`src/rtl/issue_queue_ctrl_pkg.sv`:
```
// Shared types for the issue-queue bank: slot record layout and fixed widths.
package issue_pkg;

    localparam int ISQ_SRC_NUM    = 2;
    localparam int ISQ_TAG_WIDTH  = 6;
    localparam int ISQ_DATA_WIDTH = 32;

    typedef struct packed {
        logic                                       valid;
        logic [ISQ_SRC_NUM-1:0][ISQ_TAG_WIDTH-1:0]  src_tag;
        logic [ISQ_SRC_NUM-1:0]                     src_rdy;
        logic [ISQ_DATA_WIDTH-1:0]                  data;
    } isq_entry_t;

endpackage

```
`src/rtl/issue_queue_ctrl_if.sv`:
```
// Handshake bundle of one issue-queue bank: dispatch, wakeup, age-matrix and register-read sides.
interface issue_queue_ctrl_if #(
    parameter int DEPTH      = 8,
    parameter int TAG_WIDTH  = 6,
    parameter int WB_NUM     = 2,
    parameter int DATA_WIDTH = 32
);
    logic                               flush;
    logic                               enq_valid;
    logic                               enq_ready;
    logic [1:0][TAG_WIDTH-1:0]          enq_src_tag;
    logic [1:0]                         enq_src_rdy;
    logic [DATA_WIDTH-1:0]              enq_data;
    logic [WB_NUM-1:0]                  wb_valid;
    logic [WB_NUM-1:0][TAG_WIDTH-1:0]   wb_tag;
    logic                               age_en;
    logic [DEPTH-1:0]                   age_idx;
    logic [DEPTH-1:0]                   entry_ready;
    logic [DEPTH-1:0]                   age_select;
    logic                               issue_valid;
    logic                               issue_ready;
    logic [DATA_WIDTH-1:0]              issue_data;

    modport slave (
        input  flush, enq_valid, enq_src_tag, enq_src_rdy, enq_data,
        input  wb_valid, wb_tag, age_select, issue_ready,
        output enq_ready, age_en, age_idx, entry_ready, issue_valid, issue_data
    );

    modport master (
        output flush, enq_valid, enq_src_tag, enq_src_rdy, enq_data,
        output wb_valid, wb_tag, age_select, issue_ready,
        input  enq_ready, age_en, age_idx, entry_ready, issue_valid, issue_data
    );
endinterface

```
`src/rtl/issue_queue_ctrl_free_finder.sv`:
```
// Picks the lowest-index free slot as a one-hot vector and flags whether any slot is free.
module isq_free_finder
    import issue_pkg::*;
#(
    parameter int DEPTH = 8
) (
    input  logic [DEPTH-1:0] valid,
    output logic [DEPTH-1:0] free_oh,
    output logic             any_free
);

    logic [DEPTH-1:0] free_s;

    // Two's-complement trick isolates the lowest set bit of the free vector.
    always_comb begin
        free_s   = ~valid;
        free_oh  = free_s & (~free_s + {{(DEPTH-1){1'b0}}, 1'b1});
        any_free = |free_s;
    end

endmodule

```
`src/rtl/issue_queue_ctrl.sv`:
```
// Entry-state controller of one issue-queue bank (allocation, wakeup, issue, flush).
// Optional ISQ_PERF_EN adds saturating issue/full-stall performance counters.
module issue_queue_ctrl
    import issue_pkg::*;
#(
    parameter int DEPTH      = 8,
    parameter int TAG_WIDTH  = ISQ_TAG_WIDTH,
    parameter int WB_NUM     = 2,
    parameter int DATA_WIDTH = ISQ_DATA_WIDTH
) (
    input  logic                clk,
    input  logic                rst,
`ifdef ISQ_PERF_EN
    output logic [31:0]         perf_issue_cnt,
    output logic [31:0]         perf_full_cnt,
`endif
    issue_queue_ctrl_if.slave   bus
);

    isq_entry_t             slots_r [DEPTH];
    isq_entry_t             enq_entry_s;
    logic [DEPTH-1:0]       valid_s;
    logic [DEPTH-1:0]       ready_s;
    logic [DEPTH-1:0]       alloc_oh_s;
    logic                   any_free_s;
    logic                   enq_fire_s;
    logic                   issue_valid_s;
    logic                   issue_fire_s;
    logic [DATA_WIDTH-1:0]  issue_data_s;

    function automatic logic tag_woken(
        input logic [TAG_WIDTH-1:0]             tag,
        input logic [WB_NUM-1:0]                wb_v,
        input logic [WB_NUM-1:0][TAG_WIDTH-1:0] wb_t
    );
        logic hit;
        hit = 1'b0;
        for (int w = 0; w < WB_NUM; w++) begin
            if (wb_v[w] && (wb_t[w] == tag)) begin
                hit = 1'b1;
            end else begin
                hit = hit;
            end
        end
        return hit;
    endfunction

    isq_free_finder #(.DEPTH(DEPTH)) u_free_finder (
        .valid    (valid_s),
        .free_oh  (alloc_oh_s),
        .any_free (any_free_s)
    );

    // Per-slot status vectors and the payload mux driven by the age-matrix selection.
    always_comb begin
        valid_s      = '0;
        ready_s      = '0;
        issue_data_s = '0;
        for (int i = 0; i < DEPTH; i++) begin
            valid_s[i] = slots_r[i].valid;
            ready_s[i] = slots_r[i].valid & (&slots_r[i].src_rdy);
            if (bus.age_select[i]) begin
                issue_data_s = issue_data_s | slots_r[i].data;
            end else begin
                issue_data_s = issue_data_s;
            end
        end
    end

    // Incoming entry, catching wakeups broadcast in the same cycle as dispatch.
    always_comb begin
        enq_entry_s         = '0;
        enq_entry_s.valid   = 1'b1;
        enq_entry_s.src_tag = bus.enq_src_tag;
        enq_entry_s.data    = bus.enq_data;
        for (int k = 0; k < ISQ_SRC_NUM; k++) begin
            enq_entry_s.src_rdy[k] = bus.enq_src_rdy[k]
                                   | tag_woken(bus.enq_src_tag[k], bus.wb_valid, bus.wb_tag);
        end
    end

    // Handshake qualification; flush squashes both sides, reset suppresses allocation strobes.
    always_comb begin
        enq_fire_s    = bus.enq_valid & any_free_s & ~bus.flush & ~rst;
        issue_valid_s = |bus.age_select;
        issue_fire_s  = issue_valid_s & bus.issue_ready & ~bus.flush;
    end

    assign bus.enq_ready   = any_free_s;
    assign bus.age_en      = enq_fire_s;
    assign bus.age_idx     = enq_fire_s ? alloc_oh_s : {DEPTH{1'b0}};
    assign bus.entry_ready = ready_s;
    assign bus.issue_valid = issue_valid_s;
    assign bus.issue_data  = issue_data_s;

    // Slot state: allocation only targets free slots, so it never collides with issue/wakeup.
    always_ff @(posedge clk or posedge rst) begin
        if (rst) begin
            for (int i = 0; i < DEPTH; i++) begin
                slots_r[i] <= '0;
            end
        end else if (bus.flush) begin
            for (int i = 0; i < DEPTH; i++) begin
                slots_r[i].valid <= 1'b0;
            end
        end else begin
            for (int i = 0; i < DEPTH; i++) begin
                if (enq_fire_s && alloc_oh_s[i]) begin
                    slots_r[i] <= enq_entry_s;
                end else if (slots_r[i].valid) begin
                    if (issue_fire_s && bus.age_select[i]) begin
                        slots_r[i].valid <= 1'b0;
                    end
                    for (int k = 0; k < ISQ_SRC_NUM; k++) begin
                        if (tag_woken(slots_r[i].src_tag[k], bus.wb_valid, bus.wb_tag)) begin
                            slots_r[i].src_rdy[k] <= 1'b1;
                        end
                    end
                end
            end
        end
    end

`ifdef ISQ_PERF_EN
    // Saturating event counters; only rst clears them, flush does not.
    always_ff @(posedge clk or posedge rst) begin
        if (rst) begin
            perf_issue_cnt <= 32'd0;
            perf_full_cnt  <= 32'd0;
        end else begin
            if (issue_fire_s && (perf_issue_cnt != 32'hFFFF_FFFF)) begin
                perf_issue_cnt <= perf_issue_cnt + 32'd1;
            end
            if (bus.enq_valid && !any_free_s && (perf_full_cnt != 32'hFFFF_FFFF)) begin
                perf_full_cnt <= perf_full_cnt + 32'd1;
            end
        end
    end
`endif

endmodule
```
`src/flat_wrapper.sv`:
```
// flat-port wrapper written by rule: the top's interface ports become plain ports
module issue_queue_ctrl_flat import issue_pkg::*;
#(
    parameter int DEPTH      = 8,
    parameter int TAG_WIDTH  = ISQ_TAG_WIDTH,
    parameter int WB_NUM     = 2,
    parameter int DATA_WIDTH = ISQ_DATA_WIDTH
)
  (clk, rst, bus_flush, bus_enq_valid, bus_enq_src_tag, bus_enq_src_rdy, bus_enq_data, bus_wb_valid, bus_wb_tag, bus_age_select, bus_issue_ready, bus_enq_ready, bus_age_en, bus_age_idx, bus_entry_ready, bus_issue_valid, bus_issue_data);
  issue_queue_ctrl_if #(.DEPTH(DEPTH), .TAG_WIDTH(TAG_WIDTH), .WB_NUM(WB_NUM), .DATA_WIDTH(DATA_WIDTH)) bus_i ();
  input  logic clk;
  input  logic rst;
  input wire logic [$bits(bus_i.flush)-1:0] bus_flush;
  input wire logic [$bits(bus_i.enq_valid)-1:0] bus_enq_valid;
  input wire logic [$bits(bus_i.enq_src_tag)-1:0] bus_enq_src_tag;
  input wire logic [$bits(bus_i.enq_src_rdy)-1:0] bus_enq_src_rdy;
  input wire logic [$bits(bus_i.enq_data)-1:0] bus_enq_data;
  input wire logic [$bits(bus_i.wb_valid)-1:0] bus_wb_valid;
  input wire logic [$bits(bus_i.wb_tag)-1:0] bus_wb_tag;
  input wire logic [$bits(bus_i.age_select)-1:0] bus_age_select;
  input wire logic [$bits(bus_i.issue_ready)-1:0] bus_issue_ready;
  output wire logic [$bits(bus_i.enq_ready)-1:0] bus_enq_ready;
  output wire logic [$bits(bus_i.age_en)-1:0] bus_age_en;
  output wire logic [$bits(bus_i.age_idx)-1:0] bus_age_idx;
  output wire logic [$bits(bus_i.entry_ready)-1:0] bus_entry_ready;
  output wire logic [$bits(bus_i.issue_valid)-1:0] bus_issue_valid;
  output wire logic [$bits(bus_i.issue_data)-1:0] bus_issue_data;
  assign bus_i.flush = bus_flush;
  assign bus_i.enq_valid = bus_enq_valid;
  assign bus_i.enq_src_tag = bus_enq_src_tag;
  assign bus_i.enq_src_rdy = bus_enq_src_rdy;
  assign bus_i.enq_data = bus_enq_data;
  assign bus_i.wb_valid = bus_wb_valid;
  assign bus_i.wb_tag = bus_wb_tag;
  assign bus_i.age_select = bus_age_select;
  assign bus_i.issue_ready = bus_issue_ready;
  assign bus_enq_ready = bus_i.enq_ready;
  assign bus_age_en = bus_i.age_en;
  assign bus_age_idx = bus_i.age_idx;
  assign bus_entry_ready = bus_i.entry_ready;
  assign bus_issue_valid = bus_i.issue_valid;
  assign bus_issue_data = bus_i.issue_data;
  issue_queue_ctrl #(.DEPTH(DEPTH), .TAG_WIDTH(TAG_WIDTH), .WB_NUM(WB_NUM), .DATA_WIDTH(DATA_WIDTH)) u_core (.clk(clk), .rst(rst), .bus(bus_i));
endmodule
```
`config.mk`:
```
export PLATFORM = sky130hd
export DESIGN_NAME = issue_queue_ctrl_flat
export DESIGN_NICKNAME = d
export VERILOG_FILES = /design/src/rtl/issue_queue_ctrl_pkg.sv /design/src/rtl/issue_queue_ctrl_if.sv /design/src/rtl/issue_queue_ctrl_free_finder.sv /design/src/rtl/issue_queue_ctrl.sv /design/src/flat_wrapper.sv
export SDC_FILE = /design/constraint.sdc
export NUM_CORES = 1
export LEC_CHECK = 0
export CORE_MARGIN = 4
export CORE_UTILIZATION = 50
export CTS_CLUSTER_DIAMETER = 50
export DETAILED_ROUTE_END_ITERATION = 6
export GPL_ROUTABILITY_DRIVEN = 0
export PLACE_DENSITY = 0.79
export SLEW_MARGIN = 40
export SYNTH_ARGS = -nofsm -noshare
export SYNTH_HDL_FRONTEND = slang
export SYNTH_SLANG_ARGS = --single-unit
```
`constraint.sdc`:
```
create_clock -name clk -period 18.3 [get_ports clk]
set_input_delay 3.66 -clock clk [delete_from_list [all_inputs] [get_ports clk]]
set_output_delay 3.66 -clock clk [all_outputs]
set_load 0.02 [all_outputs]
```
==> metrics list, run 1 <==
* Yosys top cell area share: 52.1%
- P_leak: 9.63 nW
* Sw Ratio: 25.4%
- Library cells used by synthesis: 31
- Buffers inserted to repair hold after CTS numbered 0.
* Worst R2R Start: u_core.slots_r[234]$_DFF_PP0_
* Type of the worst min-delay path: register to register
- Largest Register: u_core.slots_r
- Mean post-synth cell area: 11.4 µm²
- Total number of vias: 13062
* Remaining max-slew budget at the tightest pin: 43.6%
- Die footprint: 0.0392 mm²
- The finished layout holds 2160 standard cells, fillers aside.
* Root Buffer: sky130_fd_sc_hd__clkbuf_16
- The number of failing hold endpoints at the final stage came to 0.
- The most used flip-flop cell after synthesis is sky130_fd_sc_hd__dfrtp_1.
- Capturing element type of the critical path: output port
- After the first detailed-routing iteration, the DRC count stood at 1066.
- The area growth from synthesis to layout is 17.7%.
- Worst slack at placement: 7440 ps
- Nets in the synthesized netlist: 1660
- Sorting the synthesized cells by area gives the leading types as sky130_fd_sc_hd__dfrtp_1 (52%), sky130_fd_sc_hd__mux2_2 (16%), sky130_fd_sc_hd__xnor2_1 (8.4%).
- In this run the core area contains 69 standard-cell rows.
- Peak ir drop on the vdd network: 129 µV
- The worst register-to-register path has a setup slack of 15470 ps.
- Clock skew on the completed layout was measured at 13.5 ps.
- Die X-Extent: 198 µm
- The number of gates resized after CTS was 0.
- Flip-flop count of the largest register after layout: 376
- For the worst-skew pair, the clock arrives at the later sink with an insertion delay of 550 ps.
- CP max FO: 49
- The first global-routing pass estimated 78300 µm of wire.
- In the synthesized netlist, the number of instances is 1587.
* Average detailed-routed wire length per instance: 23.2 µm
- Startpoint kind of the worst setup timing path: primary input
* Final core utilization: 59.7%
- Transition at the pin with the smallest max-transition slack: 846 ps
- Registers with the most flip-flops: u_core.slots_r: 376 flops
- Measured along the y axis, the die boundary spans 198 µm.
* Maximum clock path buffer count: 3
- Design area: 0.0212 mm²
* Max Cap Viol: 0
- The critical path contains buffers and inverters numbering 4 combined.
- Detailed Routing Iterations Pass 1: 5
- The critical path is of the primary input to output port type.
* Setup ws final: 7320 ps
* Result of the run: completed
* Worst-path cell with the longest stage delay: sky130_fd_sc_hd__clkdlybuf4s50_1
- Entering global routing, the biggest net connects 102 pins.
- After clock tree synthesis, the clock-pin slew on the worst setup and hold paths is 60 ps.
* Most frequent standard cell in the layout excluding fill and tap cells: sky130_fd_sc_hd__dfrtp_1
* Reg-to-Reg End: u_core.slots_r[80]$_DFFE_PP0P_
* Length in cells of the worst reg-to-reg path: 7
- Counting buffers and inverters, the worst setup path is 7 cells deep.
* Worst hold path startpoint: u_core.slots_r[69]$_DFFE_PP0P_
- Switching power: 0.552 mW
* Worst hold path cell count: 2
- For this design the top-level I/O count stands at 124.
- Tmin final: 10980 ps
- Share of cells above drive strength 1: 22.3%
- Dominant cell type by area after synthesis: sky130_fd_sc_hd__dfrtp_1
- In the layout the commonest cells are sky130_fd_sc_hd__dfrtp_1 (376), sky130_fd_sc_hd__nand2_1 (281), sky130_fd_sc_hd__mux2_2 (250).
* Delay contributed by the slowest stage of the critical path: 730 ps
- Proportion of synthesized chip area in sequential cells: 52.1%
- Post-synth design cell area: 0.0180 mm²
* Placement-stage cell area: 0.0196 mm²
* Area of the core: 0.0356 mm²
- Final-layout worst hold slack: 476 ps
* EDFF count, synth: 0
- Dividing the detail-routed via count by the number of cells gives 6.05.
* Async SR Flop Fraction: 100%
- Syn. warnings: 0
- The H-tree was split into 2 levels.
* Cells along the critical path: clkdlybuf4s50_1 > nor3b_1 > nand3_1 > or3b_2 > buf_4 > inv_4 > clkdlybuf4s50_1
- In this run the tool buffered the top-level ports with 123 buffer cells.
- The tree built by TritonCTS fans out to 376 sinks.
* Detail Placement HPWL: 27900 µm
* Total gr overflow: 0
* Placed insts: 2077
- Power density over the cells: 102 mW/mm²
- Final period utilization: 60.0%
* Share of power burned in registers: 42.8%
- Cell internal pwr: 1.62 mW
* Number of fillers in the final layout: 2790
* Worst Hold Endpoint: u_core.slots_r[69]$_DFFE_PP0P_
- Total CTS buffers: 44
- At the end of the flow, the number of nets in the layout was 1736.
- Initial antenna violation count: 3
- Final-report max-slew violation count: 0
* Fraction of power consumed by combinational cells: 12.8%
- TritonCTS built the clock tree.
- Post-CTS setup buffer count: 0
* Via count of the first global-routing pass: 13736
- Starting utilization of the core area: 50.7%
- Data on the critical path is required at its endpoint by 14640 ps.
- After detailed routing, the total wire length is 50100 µm.
- Final Total Pwr: 2.18 mW
* Kind of cell adding the most delay to the critical path: buffers and inverters
- Final total negative setup slack: 0 ps
- Setup repair after global routing left no endpoint under its margin.
- Maximum achievable frequency: 91.0 MHz
* DRT antenna net count: 0
* Residual DRC: 0
- Most numerous cell on the critical path: sky130_fd_sc_hd__clkdlybuf4s50_1
* Total global-route track usage: 25.4%
* Setup violation total in the final timing report: 0
- The clock network accounts for 44.4% of the total power.
- Crit path DAT: 7320 ps
- Seq cells post-synth: 376
- Antenna cells: 0
worst register-to-register path: cells and delay by family (launching register included):
family	cells	cell delay, ps
buf+inv	2	940
flops	1	530
compound gates	2	310
simple gates	3	970
cell families (layout without fill, tap and decap cells):
kind of cell | Yosys count | in the layout | synth area share (%)
AO/OA/AOI/OAI | 177 | 177 | 7.05
XOR/XNOR | 216 | 216 | 10.5
buffers and inverters | 128 | 240 | 3.20
flip-flops | 376 | 376 | 52.1
multiplexers | 264 | 264 | 16.5
AND/OR/NAND/NOR | 426 | 426 | 10.6
power by group through the flow:
| stage | registers, mW | logic (mW) | clock network, mW |
|---|---|---|---|
| after floorplan | 0.934 | 0.181 | 0 |
| after global placement | 0.939 | 0.267 | 0 |
| after detailed placement | 0.944 | 0.276 | 0 |
| after CTS | 0.929 | 0.279 | 0.979 |
| after global routing | 0.936 | 0.302 | 1.01 |
| final | 0.931 | 0.278 | 0.967 |
per-layer routing:
metal / up-vias / GRT usage, % / wire length [µm] / share of wire (%)
li1: 5700 / - / - / -
met1: 6658 / 34.1 / 20400 / 41
met2: 561 / 41.2 / 23800 / 47
met3: 137 / 4.76 / 3930 / 7.8
met4: 6 / 10.1 / 1980 / 4.0
met5: - / 0 / 29 / 0.058
worst max-delay path by stage:
stage	startpoint	to	slack (ps)
2_1_floorplan	rst	u_core.slots_r[0]$_DFFE_PP0P_	4200
3_3_place_gp	bus_flush	bus_age_idx[6]	7180
3_5_place_dp	bus_flush	bus_age_idx[6]	7440
4_1_cts	bus_flush	bus_age_idx[6]	7420
5_1_grt	bus_flush	bus_age_idx[6]	7170
6_report	bus_flush	bus_age_idx[6]	7320
cell usage after synthesis (all sizes together) (5+ instances only):
cell    count
nor2       10
nand4      68
a21o        5
xnor2     174
nor2b       7
xor2       42
and3        9
a22oi     133
clkbuf     53
nand2     281
o21ai       5
a211oi     11
mux2      264
nor4       18
a21oi      12
buf        71
dfrtp     376
nand3      24
o22ai      11
cell type report:
cell class,instances,area [µm²],area share [%]
tap,461,577,2.72
inverter,4,25.0,0.118
timing repair buffer,154,1480,6.99
clock buffer,57,1270,5.99
multi-input combinational,1083,8100,38.1
sequential,376,9410,44.3
clock inverter,25,370,1.74
No activity file was read; power rests on OpenSTA's default activity.
==> inputs of run 2 (changes only) <==
==> constraint.sdc (replaced) <==
create_clock -name clk -period 11.3 [get_ports clk]
set_input_delay 2.26 -clock clk [delete_from_list [all_inputs] [get_ports clk]]
set_output_delay 2.26 -clock clk [all_outputs]
set_load 0.02 [all_outputs]
==> run 2 against run 1 <==
  * Hold slack improved by 2.1 ps
  * Total power rose by 56%
  * Sequential power up 62%
  * Sequential cell count stayed put
  * Sequential share of layout area rose by 0.38 points
  * Highest routed layer unchanged
==> metrics list, run 2 (synthesis results as in run 1) <==
* Crit path DAT: 5880 ps (-1440 ps)
- The logic gate share of total power is 13.3% (+0.5 points).
- The switching power came to 0.868 mW (+57%).
- The worst register-to-register path begins at u_core.slots_r[234]$_DFF_PP0_.
- The fill cell total of the finished layout came to 2804 (+0.50%).
- The number of failing hold endpoints at the final stage was 0 (unchanged).
- From synthesis to final layout, the design area changed by 16.7%.
- The critical path data required time is 9040 ps (-5600 ps).
- The footprint of the multi-input gates was 0.00810 mm² (unchanged).
- The count of TritonRoute iterations in the first routing pass was 5 (unchanged).
- The number of hold-repair buffers added at the cts stage was 0 (unchanged).
- The setup path with the least slack is of type primary input to output port.
- The sequential cell fraction of total power was 44.5% (+1.7 points).
- The number of primary I/O pins is 124 (unchanged).
- The overall via count from detail_route is 13098 (+0.28%).
* Total gr overflow: 0 (unchanged)
* Startpoint kind of the worst setup timing path: primary input
- The H-tree depth is 2 (unchanged).
- The core region area came to 0.0356 mm² (unchanged).
- The run finished with clean final reports.
- Max Cap Viol: 0 (unchanged)
- The number of failing setup endpoints in the final timing report is 0 (unchanged).
- Die footprint: 0.0392 mm² (unchanged)
- Initial detailed-routing violation count: 1131 (+6.1%)
- Most frequent standard cell in the layout excluding fill and tap cells: sky130_fd_sc_hd__dfrtp_1
- The largest net degree at the start of global routing is 112 (+9.8%).
- The flip-flop count of the largest register, all copies and words added was 376 (unchanged).
- The worst vdd rail ir drop came to 123 µV (-5.2%).
- The clock-pin slew on the worst setup and hold paths came to 50 ps (about the same).
* Total CTS buffers: 43 (-2.3%)
- Commonest cells after routing, fill and taps aside: sky130_fd_sc_hd__dfrtp_1 (376), sky130_fd_sc_hd__nand2_1 (281), sky130_fd_sc_hd__mux2_2 (250)
- The number of cells traversed by the worst register-to-register path came to 7 (unchanged).
- The worst clock skew on the final layout came to 17.7 ps (+4.19 ps).
- Largest Register: u_core.slots_r
- Post-Route WL: 50100 µm (-0.12%)
- The number of global-route vias before repair came to 13753 (+0.12%).
- The endpoint identified for the worst register-to-register timing path is u_core.slots_r[79]$_DFFE_PP0P_.
* Antenna cells: 0 (unchanged)
- The y dimension of the die is 198 µm (unchanged).
- Clock tree synthesis selected as its root buffer the cell sky130_fd_sc_hd__clkbuf_16.
* Number of nets in the final layout: 1733 (-0.17%)
- Total global-route track usage: 25.5% (+0.075 points)
* Detail Placement HPWL: 27900 µm (+0.21%)
- The hold path depth was 2 (unchanged).
- Wire length of the first global-routing pass: 78600 µm (+0.34%)
- The post-cts repair resize count is 0 (unchanged).
- The actual slew at the worst max-slew pin was 865 ps (+18.9 ps).
- Derived from the worst setup path, the maximum achievable clock frequency is 123 MHz.
* CP max FO: 49 (unchanged)
- Final period utilization: 72.0%
* Initial antenna violation count: 2 (-1)
- The min-delay analysis places its worst path in the category register to register.
- The area occupied by registers was 0.00941 mm² (unchanged).
* Tmin final: 8140 ps
* Die X-Extent: 198 µm (unchanged)
- Slack of the worst reg-to-reg path: 8480 ps (-6990 ps)
- Residual DRC: 0 (unchanged)
* Share of cells above drive strength 1: 21.7% (-0.62 points)
- The max-slew violation total from the final report was 0 (unchanged).
- Setup repair after global routing left no endpoint under its margin.
* Capturing element type of the critical path: output port
- The maximum number of buffers from clock root to sink is 3 (unchanged).
- The design internal power is 2.52 mW (+55%).
- The headroom to the max-slew limit came to 42.3% (-1.3 points).
* # rows: 69 (unchanged)
- Starting utilization of the core area: 50.7% (unchanged)
- Worst Hold Endpoint: u_core.slots_r[47]$_DFFE_PP0P_
* Setup ws final: 3160 ps (-4150 ps)
* Sw Ratio: 25.6% (+0.22 points)
- The reported leakage power came to 9.54 nW (-0.93%).
- The post-detailed-route wirelength per cell is 23.3 µm (+0.21%).
* Worst slack at placement: 3270 ps (-4180 ps)
* Power density over the cells: 161 mW/mm² (+57%)
- Clock power frac: 42.2% (-2.2 points)
- Number of sinks on the clock net: 376 (unchanged)
* Post-CTS setup buffer count: 0 (unchanged)
* Worst hold path startpoint: u_core.slots_r[47]$_DFFE_PP0P_
- I/O Buffers: 123 (unchanged)
- The ratio of routed vias to standard cells is 6.08 (+0.60%).
- DRT antenna net count: 0 (unchanged)
- Final total negative setup slack: 0 ps (unchanged)
* Registers with the most flip-flops: u_core.slots_r: 376 flops
- TritonCTS built the clock tree.
- The clock latency of the later-clocked register in the worst-skew pair is 540 ps (about the same).
run 2: cell types whose count changed in the layout (fill, tap and decap cells not counted), sizes merged, moves of 2 or more:
cell / change
bufinv: -3
clkbuf: +3
clkinv: -2
inv: -2
run 2: how the worst max path moves through the flow:
stage,start,end,slack (ps),depth (start not counted)
final,bus_flush,bus_age_idx[6],3160,7
after global routing,bus_flush,bus_age_idx[6],3060,7
after CTS,bus_flush,bus_age_idx[6],3250,7
after detailed placement,bus_flush,bus_age_idx[6],3270,7
after global placement,bus_flush,bus_age_idx[6],3000,7
after floorplan,rst,u_core.slots_r[0]$_DFFE_PP0P_,3990,1
run 2: final cells by class:
class	count	share of cell area, %
Inverter	4	0.101
Tap cell	461	2.74
Clock buffer	60	5.85
Timing Repair Buffer	152	7.02
Sequential cell	376	44.7
Clock inverter	17	1.14
Multi-Input combinational cell	1083	38.5
run 2: power by group through the flow:
stage | clock network, mW | registers (mW) | logic [mW]
after floorplan | 0 | 1.51 | 0.293
after CTS | 1.45 | 1.51 | 0.453
after global placement | 0 | 1.52 | 0.433
after detailed placement | 0 | 1.53 | 0.447
after global routing | 1.51 | 1.52 | 0.488
final | 1.43 | 1.51 | 0.452
run 2: critical path: stages:
cell and delay (ps):
sky130_fd_sc_hd__clkdlybuf4s50_1 630, sky130_fd_sc_hd__nor3b_1 510, sky130_fd_sc_hd__nand3_1 260, sky130_fd_sc_hd__or3b_2 510
sky130_fd_sc_hd__buf_4 330, sky130_fd_sc_hd__inv_4 580, sky130_fd_sc_hd__clkdlybuf4s50_1 730
run 2: per-stage QoR:
step	instance area [µm²]	power [mW]	hold WS, ps	utilization, %	cells
after floorplan	18000	1.81	446	-	1587
after global placement	19500	1.96	458	54.9	2074
after detailed placement	19600	1.98	463	55.1	2076
after CTS	21100	3.41	479	59.2	2153
after global routing	21100	3.51	500	59.2	2153
final	21100	3.39	478	59.2	2153
run 2: per-layer routing:
metal	vias to the layer above	wire (µm)	global-route usage (%)	part of all wire (%)
li1	5678	-	-	-
met1	6767	20900	35.0	42
met2	551	24200	41.7	48
met3	98	3760	4.58	7.5
met4	4	1260	7.83	2.5
met5	-	27	0	0.054
==> inputs of run 3 (changes only) <==
==> constraint.sdc (replaced) <==
create_clock -name clk -period 8.1 [get_ports clk]
set_input_delay 1.62 -clock clk [delete_from_list [all_inputs] [get_ports clk]]
set_output_delay 1.62 -clock clk [all_outputs]
set_load 0.02 [all_outputs]
==> run 3 against run 2 <==
  * Final area decreased by 0.63%
  * Sequential cell count stayed put
  * Total power rose by 34%
  * Die area unchanged
  * Utilization shrank 0.37 points
  * Combinational power rose by 40%
  * Clock skew is 3.5 ps lower
  * First-iteration DRC count rose by 22%
  * Setup slack worse by 930 ps
  * Via count grew 1.2%
  * Critical path type unchanged
  * Largest power group unchanged
==> metrics list, run 3 (synthesis results as in run 1) <==
- Setup ws final: 2230 ps (-934 ps)
* Length in cells of the worst reg-to-reg path: 5 (-2)
- The hold path depth is 2 (unchanged).
* TritonCTS clock tree: built
* Required time of the worst setup path: 6480 ps (-2560 ps)
* I/O Buffers: 123 (unchanged)
- The H-tree depth came to 2 (unchanged).
- The flip-flop count of the largest register, all copies and words added is 376 (unchanged).
- The count of TritonRoute iterations in the first routing pass came to 5 (unchanged).
- Fraction of power consumed by combinational cells: 13.8% (+0.5 points)
- The fill cell total of the finished layout is 2833 (+1.0%).
- The reg2reg setup slack was 5390 ps (-3090 ps).
* Clock Latency Late Sink: 550 ps (about the same)
- Synth-to-layout area growth: 16.0%
- The count of buffers added by post-CTS timing repair for setup came to 0 (unchanged).
* Final core utilization: 58.8% (-0.37 points)
- Maximum achievable frequency: 170 MHz
- DRT antenna net count: 0 (unchanged)
- Registers with the most flip-flops: u_core.slots_r: 376 flops
- The number of standard cells in the layout, taps in and fillers out was 2155 (+0.093%).
- The global-route wire length before repair came to 78200 µm (-0.50%).
- After layout, the minimum clock period comes to 5870 ps.
- Number of sinks on the clock net: 376 (unchanged)
* Cell internal pwr: 3.35 mW (+33%)
- The layout net count was 1734 (+0.058%).
- Most frequent standard cell in the layout excluding fill and tap cells: sky130_fd_sc_hd__dfrtp_1
- The count of unresolved DRC violations after routing was 0 (unchanged).
- Commonest cells after routing, fill and taps aside: sky130_fd_sc_hd__dfrtp_1 (376), sky130_fd_sc_hd__nand2_1 (281), sky130_fd_sc_hd__mux2_2 (250)
- Initial antenna violation count: 3 (+1)
* Initial detailed-routing violation count: 1380 (+22%)
* Max Cap Viol: 0 (unchanged)
- Crit path DAT: 4250 ps (-1630 ps)
* Total CTS buffers: 41 (-4.7%)
- The signal on the critical path passes through clkdlybuf4s50_1 > nor3b_1 > nand3_1 > or3b_2 > inv_2 > clkdlybuf4s50_1.
- The area of all placed cells without fillers came to 0.0209 mm² (-0.63%).
- The actual slew at the worst max-slew pin was 905 ps (+40.1 ps).
- Ranked by flip-flop count, first place goes to u_core.slots_r.
- The total power after layout is 4.56 mW (+34%).
- Starting utilization of the core area: 50.7% (unchanged)
- The most numerous cell type found on the critical path is sky130_fd_sc_hd__clkdlybuf4s50_1.
- Reg-to-Reg End: u_core.slots_r[17]$_DFFE_PP0P_
* Final total negative setup slack: 0 ps (unchanged)
- Placement-stage cell area: 0.0196 mm² (about the same)
* Setup violation total in the final timing report: 0 (unchanged)
* Peak ir drop on the vdd network: 183 µV (+49%)
- Number of vias per cell after detailed routing: 6.15 (+1.1%)
* Share of cells above drive strength 1: 21.7% (+0.046 points)
* CP max FO: 11 (-78%)
- Launch point of the worst path: bus_flush
- The post-detailed-route wirelength per cell was 23.6 µm (+1.4%).
* Sw Ratio: 26.5% (+0.93 points)
* RSZ-0062 raised after global routing: no
* Setup skew after layout: 14.2 ps (-3.46 ps)
- Total global-route track usage: 25.4% (-0.061 points)
- Post-Route WL: 50800 µm (+1.5%)
* Endpoints failing hold: 0 (unchanged)
- The clock network power share is 40.0% (-2.2 points).
* Maximum clock path buffer count: 3 (unchanged)
- Count of instances resized after the clock tree is built: 0 (unchanged)
- The number of hold-repair buffers added at the cts stage is 0 (unchanged).
- Worst slack at placement: 2290 ps (-980 ps)
- The core region area was 0.0356 mm² (unchanged).
* Share of power burned in registers: 46.1% (+1.6 points)
* Type of the worst min-delay path: register to register
- Among all stages on the critical path, the largest delay is contributed by sky130_fd_sc_hd__clkdlybuf4s50_1.
- The overall via count from detail_route is 13256 (+1.2%).
- The clock-pin slew on the worst setup and hold paths came to 60 ps (about the same).
- The half-perimeter wire length of the detailed placement result is 28100 µm (+0.44%).
- After layout, the worst path uses 72.5% of the clock period.
* Worst R2R Start: u_core.slots_r[375]$_DFF_PP0_
- Remaining max-slew budget at the tightest pin: 39.6% (-2.7 points)
* Placed insts: 2078 (+0.096%)
* Total gr overflow: 0 (unchanged)
- The run finished with clean final reports.
* Final-report max-slew violation count: 0 (unchanged)
* Die X-Extent: 198 µm (unchanged)
- The critical path is of the primary input to output port type.
- Startpoint kind of the worst setup timing path: primary input
* I/O pin count: 124 (unchanged)
* Critical path endpoint: bus_age_idx[6]
- The number of global-route vias before repair is 13605 (-1.1%).
- The reported leakage power came to 9.49 nW (-0.56%).
- Switching power: 1.21 mW (+39%)
- Power density over the cells: 218 mW/mm² (+35%)
* Die footprint: 0.0392 mm² (unchanged)
- CTS placed an instance of sky130_fd_sc_hd__clkbuf_16 at the clock tree root.
- The worst hold slack came to 477 ps (-1.46 ps).
- Capturing element type of the critical path: output port
- Delay contributed by the slowest stage of the critical path: 690 ps (-40 ps)
- The largest net degree at the start of global routing is 164 (+46%).
* Worst hold path startpoint: u_core.slots_r[311]$_DFFE_PP0P_
- Die Y: 198 µm (unchanged)
- # rows: 69 (unchanged)
run 3: changes by cell type in the layout (fill, tap and decap cells not counted), moves of 2 or more:
cell                              previous run  this run
sky130_fd_sc_hd__buf_2                       2         0
sky130_fd_sc_hd__clkbuf_8                    7         9
sky130_fd_sc_hd__clkinv_2                    6        10
sky130_fd_sc_hd__buf_4                      32        36
sky130_fd_sc_hd__clkbuf_1                    9         7
sky130_fd_sc_hd__clkbuf_16                  44        41
sky130_fd_sc_hd__clkdlybuf4s50_1           113       115
sky130_fd_sc_hd__bufinv_16                   5         1
run 3: worst min-delay path by stage:
stage	to	slack, ps
2_1_floorplan	u_core.slots_r[282]$_DFFE_PP0P_	450
3_3_place_gp	u_core.slots_r[57]$_DFFE_PP0P_	460
3_5_place_dp	u_core.slots_r[284]$_DFFE_PP0P_	460
4_1_cts	u_core.slots_r[64]$_DFFE_PP0P_	480
5_1_grt	u_core.slots_r[290]$_DFFE_PP0P_	500
6_report	u_core.slots_r[311]$_DFFE_PP0P_	480
run 3: cell type report:
| cell class | instances | area (µm²) | area share [%] |
|---|---|---|---|
| diodes | 1 | 2.50 | 0.0120 |
| clock buffers | 57 | 1180 | 5.62 |
| clock inverters | 18 | 150 | 0.717 |
| inverters | 4 | 18.8 | 0.0897 |
| multi-input cells | 1083 | 8100 | 38.7 |
| flip-flops and latches | 376 | 9410 | 45.0 |
| well taps | 461 | 577 | 2.76 |
| repair buffers | 155 | 1490 | 7.13 |
run 3: power groups by stage:
stage	registers [mW]	clock network, mW	logic, mW
floorplan	2.11	0	0.409
global placement	2.12	0	0.605
detailed placement	2.13	0	0.624
CTS	2.10	1.85	0.630
global route	2.12	1.93	0.684
finish	2.10	1.83	0.631
run 3: layer usage:
layer	global-route usage (%)	part of all wire (%)	wire length, µm	up-vias
li1	-	-	-	5692
met1	34.5	40	20500	6778
met2	40.4	47	23900	647
met3	6.13	9.5	4830	135
met4	8.82	3.0	1540	4
met5	0	0.045	23	-
run 3: critical path, delay by kind of cell:
family | cells | cell delay (ps)
buffers and inverters | 3 | 1350
AND/OR/NAND/NOR | 3 | 1270
